`src/rtl/issp_vec_engine_if.sv`:
```
// rtl/issp_vec_engine_if.sv - command/status bundle between host and ISSP vector engine
interface issp_vec_engine_if #(
  parameter int VEC_W = 22,
  parameter int DLY_W = 16
);
  logic             cmd_valid;
  logic             cmd_ready;
  logic [2:0]       cmd;
  logic [VEC_W-1:0] vec_in;
  logic [VEC_W-1:0] mask_in;
  logic [6:0]       vec_len;
  logic [DLY_W-1:0] half_dly;
  logic [DLY_W-1:0] tmo_lim;
  logic             abort;
  logic             busy;
  logic             done;
  logic             err;
  logic [VEC_W-1:0] rx_vec;

  modport master (
    output cmd_valid, cmd, vec_in, mask_in, vec_len, half_dly, tmo_lim, abort,
    input  cmd_ready, busy, done, err, rx_vec
  );

  modport slave (
    input  cmd_valid, cmd, vec_in, mask_in, vec_len, half_dly, tmo_lim, abort,
    output cmd_ready, busy, done, err, rx_vec
  );
endinterface

```
`src/rtl/issp_vec_engine.sv`:
```
// rtl/issp_vec_engine.sv - ISSP vector engine: Vdd power-on sequencing, SCLK/SDATA bit cells, EXEC polling
module issp_vec_engine #(
  parameter int VEC_W     = 22,
  parameter int DLY_W     = 16,
  parameter int POR_WAIT  = 12000,
  parameter int EXEC_CLKS = 40
) (
  input  logic             osc,
  input  logic             rst_n,
  issp_vec_engine_if.slave bus,
  input  logic             sdata_in,
  output logic             sdata_out,
  output logic             sdata_oe,
  output logic             sclk_out,
  output logic             sclk_oe,
  output logic             vdd_en
);
  localparam int IW = $clog2(VEC_W);
  localparam int PW = $clog2(POR_WAIT + 2);

  localparam logic [3:0] ST_IDLE    = 4'd0;
  localparam logic [3:0] ST_VDD_ON  = 4'd1;
  localparam logic [3:0] ST_WAIT_HI = 4'd2;
  localparam logic [3:0] ST_WAIT_LO = 4'd3;
  localparam logic [3:0] ST_SHIFT   = 4'd4;
  localparam logic [3:0] ST_PRE     = 4'd5;
  localparam logic [3:0] ST_POLL    = 4'd6;
  localparam logic [3:0] ST_TRAIL   = 4'd7;
  localparam logic [3:0] ST_NOP     = 4'd8;
  localparam logic [3:0] ST_DONE    = 4'd9;

  logic [3:0]       state;
  logic [VEC_W-1:0] vec, mask, rx_vec, keep;
  logic [DLY_W-1:0] h_m1, tmo_lim_q, cnt, tmo, hm1_in;
  logic [IW-1:0]    idx, top_idx;
  logic [PW-1:0]    por_cnt;
  logic [6:0]       len_eff;
  logic             sync1, sync2, smp, err, running, lim_hit;

  always_comb begin
    len_eff = bus.vec_len;
    if (bus.vec_len == 7'd0 || bus.vec_len > 7'(VEC_W)) len_eff = 7'(VEC_W);
    hm1_in  = (bus.half_dly == '0) ? '0 : bus.half_dly - DLY_W'(1);
    top_idx = IW'(len_eff - 7'd1);
    keep    = '0;
    for (int i = 0; i < VEC_W; i++) keep[i] = (7'(i) < len_eff);
  end

  assign running       = (state != ST_IDLE) && (state != ST_DONE);
  assign lim_hit       = ({1'b0, tmo} + (DLY_W+1)'(1)) >= {1'b0, tmo_lim_q};
  assign bus.cmd_ready = (state == ST_IDLE);
  assign bus.busy      = running;
  assign bus.done      = (state == ST_DONE);
  assign bus.err       = err;
  assign bus.rx_vec    = rx_vec;

  always_ff @(posedge osc or negedge rst_n) begin
    if (!rst_n) begin
      state <= ST_IDLE;  vec <= '0;  mask <= '0;  rx_vec <= '0;
      h_m1 <= '0;  tmo_lim_q <= '0;  cnt <= '0;  tmo <= '0;  idx <= '0;  por_cnt <= '0;
      sync1 <= 1'b0;  sync2 <= 1'b0;  smp <= 1'b0;  err <= 1'b0;
      sdata_out <= 1'b0;  sdata_oe <= 1'b0;  sclk_out <= 1'b0;  sclk_oe <= 1'b0;  vdd_en <= 1'b0;
    end else begin
      sync1 <= sdata_in;
      sync2 <= sync1;
      // Abort overrides whatever transition the running state would take this cycle
      if (bus.abort && running) begin
        state <= ST_DONE;  err <= 1'b1;  sdata_oe <= 1'b0;  sclk_out <= 1'b0;
      end else begin
        case (state)
          ST_IDLE: if (bus.cmd_valid) begin
            err <= 1'b0;  vec <= bus.vec_in;  mask <= bus.mask_in;  h_m1 <= hm1_in;
            tmo_lim_q <= bus.tmo_lim;  idx <= top_idx;  tmo <= '0;  por_cnt <= '0;  cnt <= hm1_in;
            case (bus.cmd)
              3'd1: begin
                state <= ST_VDD_ON;  vdd_en <= 1'b1;  sclk_oe <= 1'b0;  sdata_oe <= 1'b0;
                sclk_out <= 1'b0;  mask <= '0;
              end
              3'd2: begin
                state <= ST_NOP;  vdd_en <= 1'b0;  sclk_oe <= 1'b0;  sdata_oe <= 1'b0;  sclk_out <= 1'b0;
              end
              3'd3: begin
                state <= ST_SHIFT;  sclk_oe <= 1'b1;  sclk_out <= 1'b1;
                sdata_out <= bus.vec_in[top_idx];  sdata_oe <= ~bus.mask_in[top_idx];
                rx_vec <= rx_vec & keep;
              end
              3'd4: begin
                state <= ST_PRE;  sdata_oe <= 1'b0;  sclk_oe <= 1'b1;  sclk_out <= 1'b1;
                tmo <= DLY_W'(EXEC_CLKS - 1);
              end
              3'd0:    state <= ST_NOP;
              default: begin state <= ST_NOP;  err <= 1'b1; end
            endcase
          end
          ST_VDD_ON:
            if (por_cnt == PW'(POR_WAIT - 1)) state <= ST_WAIT_HI;
            else por_cnt <= por_cnt + PW'(1);
          ST_WAIT_HI, ST_WAIT_LO: begin
            tmo <= tmo + DLY_W'(1);
            if (state == ST_WAIT_HI && sync2) begin
              state <= ST_WAIT_LO;
            end else if (state == ST_WAIT_LO && !sync2) begin
              state <= ST_SHIFT;  sclk_oe <= 1'b1;  sclk_out <= 1'b1;  cnt <= h_m1;
              sdata_oe <= 1'b1;  sdata_out <= vec[idx];
            end else if (tmo == tmo_lim_q) begin
              state <= ST_DONE;  err <= 1'b1;
            end
          end
          ST_SHIFT, ST_PRE, ST_POLL, ST_TRAIL: begin
            if (cnt != '0) begin
              cnt <= cnt - DLY_W'(1);
            end else if (sclk_out) begin
              // Last high cycle: capture the synchronised pin before SCLK falls
              sclk_out <= 1'b0;  cnt <= h_m1;  smp <= sync2;
              if (state == ST_SHIFT && mask[idx]) rx_vec[idx] <= sync2;
            end else begin
              cnt <= h_m1;
              case (state)
                ST_SHIFT:
                  if (idx == '0) begin
                    state <= ST_DONE;  sdata_oe <= 1'b0;
                  end else begin
                    idx <= idx - IW'(1);  sclk_out <= 1'b1;
                    sdata_out <= vec[idx - IW'(1)];  sdata_oe <= ~mask[idx - IW'(1)];
                  end
                ST_PRE: begin
                  sclk_out <= 1'b1;
                  if (tmo == '0) state <= ST_POLL;
                  else tmo <= tmo - DLY_W'(1);
                end
                ST_POLL:
                  if (!smp) begin
                    state <= ST_TRAIL;  sclk_out <= 1'b1;  sdata_oe <= 1'b1;  sdata_out <= 1'b0;
                    tmo <= DLY_W'(EXEC_CLKS - 1);
                  end else if (lim_hit) begin
                    state <= ST_DONE;  err <= 1'b1;
                  end else begin
                    tmo <= tmo + DLY_W'(1);  sclk_out <= 1'b1;
                  end
                default:
                  if (tmo == '0) begin
                    state <= ST_DONE;  sdata_oe <= 1'b0;
                  end else begin
                    tmo <= tmo - DLY_W'(1);  sclk_out <= 1'b1;
                  end
              endcase
            end
          end
          ST_NOP:  state <= ST_DONE;
          ST_DONE: begin state <= ST_IDLE;  sdata_oe <= 1'b0;  sclk_out <= 1'b0; end
          default: state <= ST_IDLE;
        endcase
      end
    end
  end
endmodule

```
`src/flat_wrapper.sv`:
```
// flat-port wrapper written by rule: the top's interface ports become plain ports
module issp_vec_engine_flat 
#(
  parameter int VEC_W     = 22,
  parameter int DLY_W     = 16,
  parameter int POR_WAIT  = 12000,
  parameter int EXEC_CLKS = 40
)
  (osc, rst_n, sdata_in, sdata_out, sdata_oe, sclk_out, sclk_oe, vdd_en, bus_cmd_valid, bus_cmd, bus_vec_in, bus_mask_in, bus_vec_len, bus_half_dly, bus_tmo_lim, bus_abort, bus_cmd_ready, bus_busy, bus_done, bus_err, bus_rx_vec);
  issp_vec_engine_if #(.VEC_W(VEC_W), .DLY_W(DLY_W)) bus_i ();
  input  logic osc;
  input  logic rst_n;
  input  logic sdata_in;
  output logic sdata_out;
  output logic sdata_oe;
  output logic sclk_out;
  output logic sclk_oe;
  output logic vdd_en;
  input wire logic [$bits(bus_i.cmd_valid)-1:0] bus_cmd_valid;
  input wire logic [$bits(bus_i.cmd)-1:0] bus_cmd;
  input wire logic [$bits(bus_i.vec_in)-1:0] bus_vec_in;
  input wire logic [$bits(bus_i.mask_in)-1:0] bus_mask_in;
  input wire logic [$bits(bus_i.vec_len)-1:0] bus_vec_len;
  input wire logic [$bits(bus_i.half_dly)-1:0] bus_half_dly;
  input wire logic [$bits(bus_i.tmo_lim)-1:0] bus_tmo_lim;
  input wire logic [$bits(bus_i.abort)-1:0] bus_abort;
  output wire logic [$bits(bus_i.cmd_ready)-1:0] bus_cmd_ready;
  output wire logic [$bits(bus_i.busy)-1:0] bus_busy;
  output wire logic [$bits(bus_i.done)-1:0] bus_done;
  output wire logic [$bits(bus_i.err)-1:0] bus_err;
  output wire logic [$bits(bus_i.rx_vec)-1:0] bus_rx_vec;
  assign bus_i.cmd_valid = bus_cmd_valid;
  assign bus_i.cmd = bus_cmd;
  assign bus_i.vec_in = bus_vec_in;
  assign bus_i.mask_in = bus_mask_in;
  assign bus_i.vec_len = bus_vec_len;
  assign bus_i.half_dly = bus_half_dly;
  assign bus_i.tmo_lim = bus_tmo_lim;
  assign bus_i.abort = bus_abort;
  assign bus_cmd_ready = bus_i.cmd_ready;
  assign bus_busy = bus_i.busy;
  assign bus_done = bus_i.done;
  assign bus_err = bus_i.err;
  assign bus_rx_vec = bus_i.rx_vec;
  issp_vec_engine #(.VEC_W(VEC_W), .DLY_W(DLY_W), .POR_WAIT(POR_WAIT), .EXEC_CLKS(EXEC_CLKS)) u_core (.osc(osc), .rst_n(rst_n), .bus(bus_i), .sdata_in(sdata_in), .sdata_out(sdata_out), .sdata_oe(sdata_oe), .sclk_out(sclk_out), .sclk_oe(sclk_oe), .vdd_en(vdd_en));
endmodule
```
`config.mk`:
```
export PLATFORM = sky130hd
export DESIGN_NAME = issp_vec_engine_flat
export DESIGN_NICKNAME = d
export VERILOG_FILES = /design/src/rtl/issp_vec_engine_if.sv /design/src/rtl/issp_vec_engine.sv /design/src/flat_wrapper.sv
export SDC_FILE = /design/constraint.sdc
export NUM_CORES = 1
export LEC_CHECK = 0
export ABC_AREA = 1
export CORE_MARGIN = 2
export CORE_UTILIZATION = 31
export CTS_CLUSTER_SIZE = 24
export DETAILED_ROUTE_END_ITERATION = 8
export MAX_ROUTING_LAYER = met4
export PLACE_DENSITY = 0.47
export SLEW_MARGIN = 20
export SYNTH_ARGS = -nofsm -noshare
export SYNTH_HDL_FRONTEND = slang
export SYNTH_SLANG_ARGS = --single-unit
```
`constraint.sdc`:
```
create_clock -name osc -period 8.39 [get_ports osc]
set_input_delay 2.517 -clock osc [delete_from_list [all_inputs] [get_ports osc]]
set_output_delay 2.517 -clock osc [all_outputs]
set_load 0.02 [all_outputs]
```
## After elaboration in Yosys (flattened, before gate mapping)

Index checks and enable logic that the tools add are counted.

| word-level totals | value |
|---|---|
| flip-flop bits (word level) | 162 |
| bits in latches | 0 |
| memory bits (writable) | 0 |
| bits in read-only memories | 0 |
| input port bits | 91 |
| output and inout bits | 31 |
| logic and storage cells | 267 |
| memories | 0 |

| operators by class | value |
|---|---|
| add/subtract/negate cells | 8 |
| multipliers | 0 |
| div/mod/pow operators | 0 |
| order comparisons | 28 |
| eq/ne operators | 54 |
| shift-type cells | 0 |
| mux-type cells | 110 |
| bitwise operators | 5 |
| reductions and logical operators | 43 |

Operators by type and width:

| cell | count |
|---|---|
| 16-bit 2-to-1 mux | 11 |
| 22-bit 2-to-1 mux | 6 |
| 16-bit case mux with 3 select lines | 2 |
| 4-bit by 7-bit < comparator with 1-bit output, first input constant | 8 |
| 4-bit 2-to-1 mux | 13 |
| 16-bit by 1-bit subtractor with 16-bit output, second input constant | 3 |
| 22-bit case mux with 2 select lines | 1 |
| 1-bit 2-to-1 mux | 43 |
| 5-bit by 7-bit < comparator with 1-bit output, first input constant | 6 |
| 16-bit logical NOT | 2 |
| 16-bit case mux with 2 select lines | 1 |
| 1-bit binary-select mux with 5-bit select | 6 |
| 3-bit by 7-bit < comparator with 1-bit output, first input constant | 4 |
| 14-bit 2-to-1 mux | 2 |
| 14-bit case mux with 2 select lines | 1 |
| 5-bit 2-to-1 mux | 5 |
| 4-bit case mux with 3 select lines | 2 |
| 22-bit AND | 1 |
| 22-bit bitwise mux | 1 |
| 3-bit by 1-bit != test with 1-bit output, second input constant | 7 |
| 4-bit case mux with 5 select lines | 1 |
| 10-bit AND reduction | 2 |
| 5-bit by 6-bit < comparator with 1-bit output, second input constant | 3 |
| 16-bit by 1-bit adder with 17-bit output, second input constant | 1 |
| other kinds (58) | 116 |

## Depth between registers and ports, before layout

Gate-level depths: netlist of the first run.

| depth | value |
|---|---|
| depth after elaboration | 11 |
| gate-level depth with buffers | 22 |

## Worst setup path before layout of the first run

Ideal clock, no wire load.

| path | value |
|---|---|
| kind | input -> register |
| start point | in bus_vec_len[1] |
| end point | reg u_core.sdata_out |
| arrival | 4.285 ns |
| slack | 3.985 ns |
| cell stages on the path | 14 |
| cells stage by stage | nor2_1 nand3_1 nand4_1 clkbuf_1 ha_1 clkbuf_1 a21oi_1 o21ai_0 nand2_1 nand2_1 nand3_1 nand2_1 nand2_1 a21oi_1 |

| on the way | value |
|---|---|
| longest elaborated chain between the ends | 9 |

RTL lines:

| what | RTL line | RTL |
|---|---|---|
| start, declared | flat_wrapper.sv:23 | `input wire logic [$bits(bus_i.vec_len)-1:0] bus_vec_len;` |
| 7-bit by 5-bit greater-than comparator with 1-bit output / 7-bit logical NOT (equally long branches) | issp_vec_engine.sv:42 | `if (bus.vec_len == 7'd0 \|\| bus.vec_len > 7'(VEC_W)) len_eff = 7'(VEC_W);` |
| 1-bit logical OR | issp_vec_engine.sv:42 |  |
| 7-bit 2-to-1 mux * | issp_vec_engine.sv:42 |  |
| 5-bit by 1-bit subtractor with 5-bit output * | issp_vec_engine.sv:44 | `top_idx = IW'(len_eff - 7'd1);` |
| 1-bit binary-select mux with 5-bit select * | issp_vec_engine.sv:84 | `sdata_out <= bus.vec_in[top_idx]; sdata_oe <= ~bus.mask_in[top_idx];` |
| 1-bit 2-to-1 mux (implied by the code) * | issp_vec_engine.sv:84 |  |
| 1-bit 2-to-1 mux * | issp_vec_engine.sv:74 | `case (bus.cmd)` |
| 1-bit 2-to-1 mux * | issp_vec_engine.sv:71 | `ST_IDLE: if (bus.cmd_valid) begin` |
| 1-bit case mux with 3 select lines * | issp_vec_engine.sv:70 | `case (state)` |
| end signal, assigned | issp_vec_engine.sv:84 |  |
| end signal, assigned | issp_vec_engine.sv:124 | `sdata_out <= vec[idx - IW'(1)]; sdata_oe <= ~mask[idx - IW'(1)];` |
| end, declared | issp_vec_engine.sv:12 | `output logic sdata_out,` |

Mark *: on every way between the ends. The rest lies on a longest branch, timed or not. The select of a mux whose other input is x is not followed.
A chain may end at the register's enable or synchronous reset.

## Worst setup path after layout of the first run

| path | value |
|---|---|
| start point | in bus_vec_len[0] |
| end point | reg u_core.sdata_oe |

| on the way | value |
|---|---|
| longest elaborated chain between the ends | 11 |

RTL lines:

| what | RTL line | RTL |
|---|---|---|
| 7-bit by 5-bit greater-than comparator with 1-bit output / 7-bit logical NOT (equally long branches) | issp_vec_engine.sv:42 |  |
| 1-bit logical OR | issp_vec_engine.sv:42 |  |
| 7-bit 2-to-1 mux * | issp_vec_engine.sv:42 |  |
| 5-bit by 1-bit subtractor with 5-bit output * | issp_vec_engine.sv:44 |  |
| 1-bit binary-select mux with 5-bit select * | issp_vec_engine.sv:84 |  |
| 1-bit 2-to-1 mux (implied by the code) * | issp_vec_engine.sv:84 |  |
| 1-bit NOT * | issp_vec_engine.sv:84 |  |
| 1-bit case mux with 2 select lines * | issp_vec_engine.sv:74 |  |
| 1-bit 2-to-1 mux * | issp_vec_engine.sv:71 |  |
| 1-bit case mux with 4 select lines * | issp_vec_engine.sv:70 |  |
| 1-bit 2-to-1 mux * | issp_vec_engine.sv:67 | `if (bus.abort && running) begin` |
| end signal, assigned | issp_vec_engine.sv:84 |  |
| end signal, assigned | issp_vec_engine.sv:124 |  |
| end, declared | issp_vec_engine.sv:13 | `output logic sdata_oe,` |

Marks and branches as above.

==> summary.txt, run 1 <==
Hold path
  • Hold Crit Depth: 0
  • Hold Path Class: reg2reg
  • Worst Hold End: u_core.sync2$_DFF_PN0_
  • Hold Path Origin: u_core.sync1$_DFF_PN0_

Drt
  • TritonRoute pass-1 iters: 5
  • DRC Markers: 0
  • Starting DRT DRC Count: 830
  • Vias: 11,465
  • ANT nets after route: 0
  • Vias per cell: 5.06
  • DRT Wirelength: 39,200 um
  • Post-DR wirelength/cell: 17.3 um

Logic synthesis
  • Largest area contributor in the netlist: dfrtp_1
  • Post-synth cell types: 57
  • Top area cells in the synthesized netlist: dfrtp_1 (35%), nand2_1 (14%), o21ai_0 (7.4%)
  • Seq/Total Area, Yosys: 35.1%
  • EDFF count, synth: 0
  • Post-synthesis compound-gate area fraction: 19.7%
  • Syn Nets: 1,820
  • Yosys warnings: 0
  • Post-synthesis mux area share: 0%
  • Post-Syn Area: 0.0116 mm^2
  • Post-Syn Instances: 1,702
  • Synth Flop Type: dfrtp_1
  • Synth Area in XOR/XNOR: 3.18%
  • Largest family of logic cells by synthesized area: simple AND/OR/NAND/NOR gates
  • Synth top area share: 35.1%
  • Yosys reg bits: 162
  • Avg Cell Area, Syn: 6.79 um^2
  • Simple-Gate Fraction of Synth Area: 29.5%
  • Post-Synth Adder-Cell Area: 2.92%
  • Share of flip-flops with an asynchronous set or reset: 100%

Worst setup path
  • Worst-path cell chain: clkdlybuf4s50_1 > nor2_1 > nand3_1 > nand4_1 > buf_4 > ha_1 > clkinv_1 > o211ai_1 > nand3_1 > nand2_1 > nand2_1 > nand3_1 > nand2_1 > nand2_1 > nand2_1 > nand2_1
  • Worst r2r dst: u_core.tmo[13]$_DFFE_PN0P_
  • Crit-path most repeated cell: nand2_1
  • Slowest stage cell, crit path: clkdlybuf4s50_1
  • Crit-path max FO: 30
  • Worst r2r src: u_core.state[3]$_DFFE_PN0P_
  • R2R setup slack: 4600 ps
  • Req. time, crit path: 8790 ps
  • CP endpoint kind: flop
  • Worst Path Arrival: 5690 ps
  • R2R depth: 11
  • CP Class: in2reg
  • Setup crit start kind: input pin
  • Max stage delay on crit path: 580 ps

Flow run
  • Max_cap viols: 0

Timing
  • Setup TNS: 0 ps
  • RSZ-0062 raised after global routing: false
  • Post-route clock period utilization: 63.1%
  • Max Clock Freq: 189 MHz
  • Slew margin rel.: 27.9%
  • Min Tclk post-route: 5290 ps
  • Slew Viols, Final: 0
  • Hold Violations, Final: 0
  • Clock skew: 12.5 ps
  • Final WS setup: 3100 ps
  • Final setup fails: 0
  • Worst-Margin Slew: 1070 ps

Pwr
  • P per Cell Area: 365 mW/mm^2
  • Leakage Power: 6.30 nW
  • Maximum VDD drop: 0.000153 V

Layout
  • Layout Cells excl Fill: 2,265
  • Number of fill cells: 3,876
  • Most frequent cells in the layout: nand2_1 (436), inv_1 (193), o21ai_0 (172), dfrtp_1 (161), nor2_1 (157)
  • Commonest non-fill, non-tap cell in the layout: nand2_1
  • Final layout net count: 1,902
  • Register Area: 0.00406 mm^2
  • Final core utilization: 37.5%
  • Antenna Cells: 0
  • Multi-input gate area: 0.00640 mm^2
  • Post-synthesis to final-layout area growth: 19.0%
  • Layout cells sized above 1: 5.62%

Global route
  • Total track usage: 21.1%
  • Largest net degree at the start of global routing: 73
  • Gr ovfl total: 0
  • Antenna violations before repair: 0
  • Vias in the first global route: 11,120
  • First-pass GRT wire length: 62,600 um

Floorplan
  • Rows: 70
  • Core Area: 0.0367 mm^2
  • Die Width: 197 um
  • Ports: 122
  • Die area: 0.0389 mm^2
  • Starting Density: 31.5%
  • Die H: 197 um

Place
  • Placed Instances: 2,233
  • HPWL after DPL: 28,700 um
  • Input/output buffers: 121
  • Pre-CTS setup slack: 2640 ps
  • Routability congestion estimate: 0.906

CTS
  • Cts hold-fix bufs: 0
  • Reg clk slew, reported paths: 80 ps
  • Clock Path Buffers: 2
  • Clock Sinks: 162
  • Num CTS Buffers: 17
  • Postcts setup bufs: 0
  • Post-cts resize count: 0
  • CTS tree: done
  • CTS root buffer: clkbuf_16
  • Clk_lat worst skew: 450 ps
  • H-Tree Depth: 4

Run status
  • Status: finished, final reports clean
## synthesized netlist by cell type, types with 2 or more instances
cell type	number
a21oi_2	2
nor2_2	8
or2_2	3
a21oi_1	85
nor4_1	9
nand3_2	2
xnor2_1	8
dfrtp_1	162
nor3b_1	2
nand3_1	113
a211oi_1	4
nor3_4	2
ha_1	27
a31oi_1	8
o22ai_1	9
clkinv_1	2
buf_6	2
nand4_1	22
o21a_1	2
o211ai_1	22
a32oi_1	11
o31ai_2	10
buf_4	4
o21bai_1	3
xor2_1	34
o32ai_1	3
buf_2	12
o221ai_1	3
a22o_1	3
o31ai_1	19
buf_1	4
inv_2	14
nand2_1	436
nor2_1	158
nand2_4	2
nor3_1	31
o21ai_0	172
clkbuf_1	50
inv_1	193
nor2_4	3
o21ai_1	27
## metrics by stage
stage	hold WS [ps]	total power, mW	cell area [um^2]
finish	355	5.03	13800
global route	371	5.51	13800
CTS	360	5.06	13800
detailed placement	344	4.20	13100
global placement	343	4.18	13100
floorplan	331	3.32	11600
## flip-flops by register name (all words and copies together) (netlist names), 4 cells and up
register,cells
u_core.bus.rx_vec,22
u_core.mask,22
u_core.vec,22
u_core.cnt,16
u_core.h_m1,16
u_core.tmo,16
u_core.tmo_lim_q,16
u_core.por_cnt,14
u_core.idx,5
u_core.state,4
## layout make-up
class	instances	area share [%]
Clock buffer	18	3.19
Clock inverter	14	1.23
Inverter	210	5.75
Multi-Input combinational cell	1258	46.5
Sequential cell	162	29.5
Tap cell	468	4.26
Timing Repair Buffer	135	9.58
## logic make-up (layout without fill, tap and decap cells)
| group | Yosys count | in the layout |
|---|---|---|
| buffers and inverters | 282 | 377 |
| xor gates and xnor gates | 42 | 42 |
| DFF | 162 | 162 |
| AOI/OAI and AO/OA | 390 | 390 |
| adders and majority gates | 27 | 27 |
| and+or+nand+nor | 799 | 799 |
## where the power goes
group	leakage [nW]	internal, mW	total, mW	switching [mW]
registers	2.05	1.09	1.42	0.330
logic	3.96	0.910	2.77	1.86
clock network	0.295	0.457	0.836	0.379
total	6.30	2.46	5.03	2.57
## how the worst max path moves through the flow
stage,start,end,cells past startpoint
3_3_place_gp,bus_vec_len[0],u_core.sdata_oe$_DFFE_PN0P_,16
2_1_floorplan,bus_vec_len[1],u_core.sdata_out$_DFFE_PN0P_,14
4_1_cts,bus_vec_len[0],u_core.sdata_oe$_DFFE_PN0P_,16
3_5_place_dp,bus_vec_len[0],u_core.sdata_oe$_DFFE_PN0P_,16
5_1_grt,bus_vec_len[0],u_core.sdata_oe$_DFFE_PN0P_,16
6_report,bus_vec_len[0],u_core.sdata_oe$_DFFE_PN0P_,16
## metal layers
metal	routed length, um	GRT usage (%)	up-vias
met5	0	-	-
met2	17600	32.9	242
met4	346	3.68	0
met3	1490	3.19	24
li1	-	-	5803
met1	19700	29.5	5396
## critical path, delay by kind of cell
kind	cells	cell delay [ps]
AO/OA/AOI/OAI	1	210
adder cells (fa/ha/maj)	1	510
buffers and inverters	3	1290
AND/OR/NAND/NOR	11	1160
Power figures use the tool's default switching activity.
==> run 2, diff against run 1 <==
- clock period: 8.39 -> 5.22 ns (I/O delays scaled with it)
==> summary.txt, run 2 (synthesized netlist as in run 1, its figures left out) <==
Worst setup path
  • Slowest stage cell, crit path: ha_1
  • Setup crit start kind: input pin
  • Req. time, crit path: 5610 ps
  • Worst r2r dst: u_core.tmo[12]$_DFFE_PN0P_
  • CP endpoint kind: flop
  • Worst-path cell chain: clkdlybuf4s50_1 > nor2_1 > nand3_1 > nand3_1 > nor2_1 > ha_1 > clkinv_1 > o211ai_1 > nand3_1 > nand2_1 > nand2_1 > nand3_1 > nand2_1 > nand2_1 > nand2_1 > nand2_1
  • Worst r2r src: u_core.tmo[1]$_DFFE_PN0P_
  • Crit-path max FO: 15
  • Crit-path most repeated cell: nand2_1
  • CP Class: in2reg
  • Max stage delay on crit path: 610 ps
  • Worst Path Arrival: 4520 ps
  • R2R setup slack: 1410 ps
  • R2R depth: 20

Place
  • Input/output buffers: 121
  • Routability congestion estimate: 0.896
  • HPWL after DPL: 29,300 um

CTS
  • CTS tree: done
  • Clk_lat worst skew: 460 ps
  • Reg clk slew, reported paths: 70 ps
  • CTS root buffer: clkbuf_16
  • Num CTS Buffers: 17
  • Clock Path Buffers: 2
  • Post-cts resize count: 0
  • Postcts setup bufs: 0
  • Clock Sinks: 162
  • H-Tree Depth: 4
  • Cts hold-fix bufs: 0

Timing
  • Clock skew: 16.6 ps
  • Slew margin rel.: 33.1%
  • Post-route clock period utilization: 79.0%
  • Max Clock Freq: 243 MHz
  • RSZ-0062 raised after global routing: false
  • Final setup fails: 0
  • Setup TNS: 0 ps
  • Hold Slack: 354 ps
  • Hold Violations, Final: 0
  • Worst-Margin Slew: 996 ps
  • Slew Viols, Final: 0
  • Min Tclk post-route: 4120 ps

Flow run
  • Max_cap viols: 0

Run status
  • Status: finished, final reports clean

Pwr
  • Leakage Power: 6.30 nW
  • Comb power frac: 56.7%
  • Internal Dissipation: 3.95 mW
  • Net switching power: 4.14 mW
  • Clock share of power: 16.1%
  • Seq pwr share: 27.2%
  • P per Cell Area: 588 mW/mm^2
  • Sw Share: 51.2%
  • Maximum VDD drop: 0.000243 V

Global route
  • Largest net degree at the start of global routing: 78
  • Total track usage: 21.7%
  • Antenna violations before repair: 0
  • Gr ovfl total: 0
  • Vias in the first global route: 11,430
  • First-pass GRT wire length: 64,300 um

Layout
  • Most frequent cells in the layout: nand2_1 (436), inv_1 (193), o21ai_0 (172), dfrtp_1 (162), nor2_1 (158)
  • Final core utilization: 37.5%
  • Post-synthesis to final-layout area growth: 19.0%
  • Final layout net count: 1,906
  • Antenna Cells: 0
  • Top Registers: u_core.bus.rx_vec (22), u_core.mask (22), u_core.vec (22)
  • Layout cells sized above 1: 5.56%
  • Commonest non-fill, non-tap cell in the layout: nand2_1

Floorplan
  • Die H: 197 um
  • Die Width: 197 um
  • Ports: 122
  • Starting Density: 31.5%
  • Die area: 0.0389 mm^2
  • Core Area: 0.0367 mm^2
  • Rows: 70

Hold path
  • Worst Hold End: u_core.sync2$_DFF_PN0_
  • Hold Path Origin: u_core.sync1$_DFF_PN0_
  • Hold Crit Depth: 0
  • Hold Path Class: reg2reg

Drt
  • Starting DRT DRC Count: 699
  • Vias per cell: 5.15
  • Post-DR wirelength/cell: 17.6 um
  • DRC Markers: 0
  • DRT Wirelength: 39,900 um
  • TritonRoute pass-1 iters: 5
  • Vias: 11,672
  • ANT nets after route: 0
[run 2: per-layer routing]
metal,global-route usage (%),part of all wire [%],vias to the layer above
li1,-,-,5797
met1,30.3,49,5562
met2,33.5,45,272
met3,3.35,4.4,41
met4,4.46,1.2,0
met5,-,0,-
[run 2: per-stage QoR]
step	total power [mW]	cell area (um^2)	setup slack, ps	cells
after floorplan	5.34	11600	1770	1702
after global placement	6.75	13200	711	2237
after detailed placement	6.79	13200	586	2237
after CTS	8.13	13800	1060	2268
after global routing	8.86	13800	653	2268
final	8.09	13800	1100	2268
[run 2: worst max-delay path by stage]
stage                                   end      startpoint  cells past startpoint  slack [ps]
2_1_floorplan  u_core.sdata_out$_DFFE_PN0P_  bus_vec_len[1]                     14        1770
3_3_place_gp    u_core.sdata_oe$_DFFE_PN0P_  bus_vec_len[0]                     16         710
3_5_place_dp    u_core.sdata_oe$_DFFE_PN0P_  bus_vec_len[0]                     16         590
4_1_cts         u_core.sdata_oe$_DFFE_PN0P_  bus_vec_len[0]                     16        1060
5_1_grt         u_core.sdata_oe$_DFFE_PN0P_  bus_vec_len[0]                     16         650
6_report        u_core.sdata_oe$_DFFE_PN0P_  bus_vec_len[0]                     16        1100
[run 2: power groups by stage]
stage                     combinational, mW  sequential (mW)  clock (mW)
after global routing                   5.21             2.27        1.38
after CTS                              4.59             2.20        1.33
after global placement                 4.54             2.21           0
final                                  4.59             2.20        1.30
after floorplan                        3.24             2.10           0
after detailed placement               4.58             2.21           0
[run 2: layout make-up]
cell class,count,area (um^2)
fill,3949,22900
multi-input combinational,1258,6400
sequential,162,4050
timing repair buffer,139,1350
inverter,210,791
tap,468,586
clock buffer,20,447
clock inverter,11,129
[run 2: worst max-delay path, delay by kind of cell]
kind	cells	cell delay (ps)
simple gates	12	1190
buf+inv	2	940
compound gates	1	190
fa+ha+maj	1	610
==> run 3, diff against run 2 <==
- clock period: 5.22 -> 3.8 ns (I/O delays scaled with it)
==> summary.txt, run 3 (synthesized netlist as in run 1, its figures left out) <==
Pwr
  • Maximum VDD drop: 0.000386 V
  • P per Cell Area: 797 mW/mm^2
  • Leakage Power: 6.44 nW

Drt
  • Met1 wire length: 19,500 um
  • Post-DR wirelength/cell: 17.3 um
  • Metal3 WL: 1800 um
  • Vias per cell: 5.12
  • Met2 WL post-DR: 17,900 um
  • DRT Wirelength: 39,800 um
  • Starting DRT DRC Count: 894
  • Top Layer Used: met4
  • DRC Markers: 0
  • TritonRoute pass-1 iters: 5
  • ANT nets after route: 0
  • Vias: 11,780

Layout
  • Most frequent cells in the layout: nand2_1 (436), inv_1 (193), o21ai_0 (172), dfrtp_1 (162), nor2_1 (158)
  • Register Area: 0.00405 mm^2
  • Number of fill cells: 3,961
  • Layout Cells excl Fill: 2,300
  • Multi-input gate area: 0.00641 mm^2
  • Final layout net count: 1,934
  • Final core utilization: 38.1%
  • Layout cells sized above 1: 6.94%
  • Commonest non-fill, non-tap cell in the layout: nand2_1
  • Cell area after layout: 0.0140 mm^2
  • Top Registers: u_core.bus.rx_vec (22), u_core.mask (22), u_core.vec (22)
  • Post-synthesis to final-layout area growth: 21.0%

Floorplan
  • Die H: 197 um
  • Rows: 70
  • Die Width: 197 um
  • Starting Density: 31.5%
  • Core Area: 0.0367 mm^2
  • Ports: 122
  • Die area: 0.0389 mm^2

Timing
  • Slew Viols, Final: 0
  • Final setup fails: 0
  • Setup TNS: 0 ps
  • Post-route clock period utilization: 89.2%
  • Hold Violations, Final: 0
  • RSZ-0062 raised after global routing: false
  • Max Clock Freq: 295 MHz
  • Final WS setup: 411 ps
  • Min Tclk post-route: 3390 ps
  • Slew margin rel.: 39.2%
  • Worst-Margin Slew: 909 ps
  • Clock skew: 16.2 ps

Worst setup path
  • Setup crit start kind: flop
  • Worst Path Arrival: 3720 ps
  • Worst Setup SP: u_core.tmo[1]$_DFFE_PN0P_
  • R2R depth: 21
  • Crit-path max FO: 15
  • Worst Setup EP: u_core.tmo[13]$_DFFE_PN0P_
  • Req. time, crit path: 4130 ps
  • CP Class: reg2reg
  • Worst r2r dst: u_core.tmo[13]$_DFFE_PN0P_
  • Worst r2r src: u_core.tmo[1]$_DFFE_PN0P_
  • R2R setup slack: 410 ps
  • CP endpoint kind: flop

Flow run
  • Max_cap viols: 0

CTS
  • Cts hold-fix bufs: 0
  • Num CTS Buffers: 17
  • CTS tree: done
  • Postcts setup bufs: 0
  • Clock Sinks: 162
  • Clock Path Buffers: 2
  • CTS root buffer: clkbuf_16
  • Reg clk slew, reported paths: 60 ps
  • H-Tree Depth: 4
  • Clk_lat worst skew: 460 ps

Global route
  • First-pass GRT wire length: 63,800 um
  • Vias in the first global route: 11,285
  • Total track usage: 21.6%
  • Largest net degree at the start of global routing: 69
  • Antenna violations before repair: 3
  • Gr ovfl total: 0

Place
  • HPWL after DPL: 29,900 um
  • Placed Instances: 2,265
  • Input/output buffers: 121
  • Pre-CTS setup slack: 89.0 ps
  • Dpl cell area: 0.0134 mm^2
  • Routability congestion estimate: 0.917

Hold path
  • Hold Path Class: reg2reg

Run status
  • Status: finished, final reports clean
run 3: cell count changes in the layout (fill, tap and decap cells not counted):
cell	previous run	this run
bufinv_16	2	0
nor3_2	1	0
nor3_4	2	3
clkinv_2	2	1
clkinvlp_4	2	4
buf_4	18	42
buf_12	0	4
clkinv_4	2	3
inv_6	3	2
clkbuf_1	2	4
diode_2	0	3
run 3: area by class of cell:
type | instances | share of cell area, %
multi-input cells | 1258 | 45.8
diodes | 3 | 0.0537
clock buffers | 22 | 3.25
flip-flops and latches | 162 | 29.0
well taps | 468 | 4.19
clock inverters | 10 | 0.564
repair buffers | 167 | 11.5
inverters | 210 | 5.65
run 3: critical path: stages, from the launching register on:
cell     delay, ps
dfrtp_1        390
ha_1           200
nand2_1         70
nor2_2         160
nand3_2        110
nor2_2         220
nand2_1        140
nor2_1         130
xor2_1         220
inv_1           70
ha_1           310
a21oi_1        210
nor2_1          60
nor2_1         110
nand3_1         80
nor2_1         170
nand2_1         70
nand2_1         50
nand2_1         90
inv_2          100
buf_4          200
o21ai_0        100
run 3: stage by stage:
stage,hold WS (ps),total power [mW]
2_1_floorplan,331,7.34
5_1_grt,366,12.2
3_5_place_dp,346,9.49
6_report,362,11.1
4_1_cts,362,11.2
3_3_place_gp,350,9.44
run 3: report_power, final:
group	internal, mW	total, mW	switching, mW
Combinational	2.18	6.48	4.30
Sequential	2.41	3.03	0.612
Clock	0.858	1.65	0.788
run 3: how the worst min path moves through the flow:
stage | from | slack, ps | end | cells past startpoint
floorplan | u_core.sync1$_DFF_PN0_ | 330 | u_core.sync2$_DFF_PN0_ | 0
global placement | u_core.sync1$_DFF_PN0_ | 350 | u_core.sync2$_DFF_PN0_ | 0
detailed placement | u_core.sync1$_DFF_PN0_ | 350 | u_core.sync2$_DFF_PN0_ | 0
CTS | u_core.sync1$_DFF_PN0_ | 360 | u_core.sync2$_DFF_PN0_ | 0
global route | u_core.sync1$_DFF_PN0_ | 370 | u_core.sync2$_DFF_PN0_ | 0
finish | u_core.sync1$_DFF_PN0_ | 360 | u_core.sync2$_DFF_PN0_ | 0
run 3: per-layer routing:
layer | vias up | global-route usage, %
met4 | 0 | 4.73
met3 | 35 | 3.40
li1 | 5883 | -
met2 | 286 | 33.1
met1 | 5576 | 30.1
met5 | - | -
run 3: timing repair:
item | CTS | global route
endpoints found under the hold margin | 0 | 0
setup endpoints to repair | 0 | 3
gates resized for setup | 0 | 1
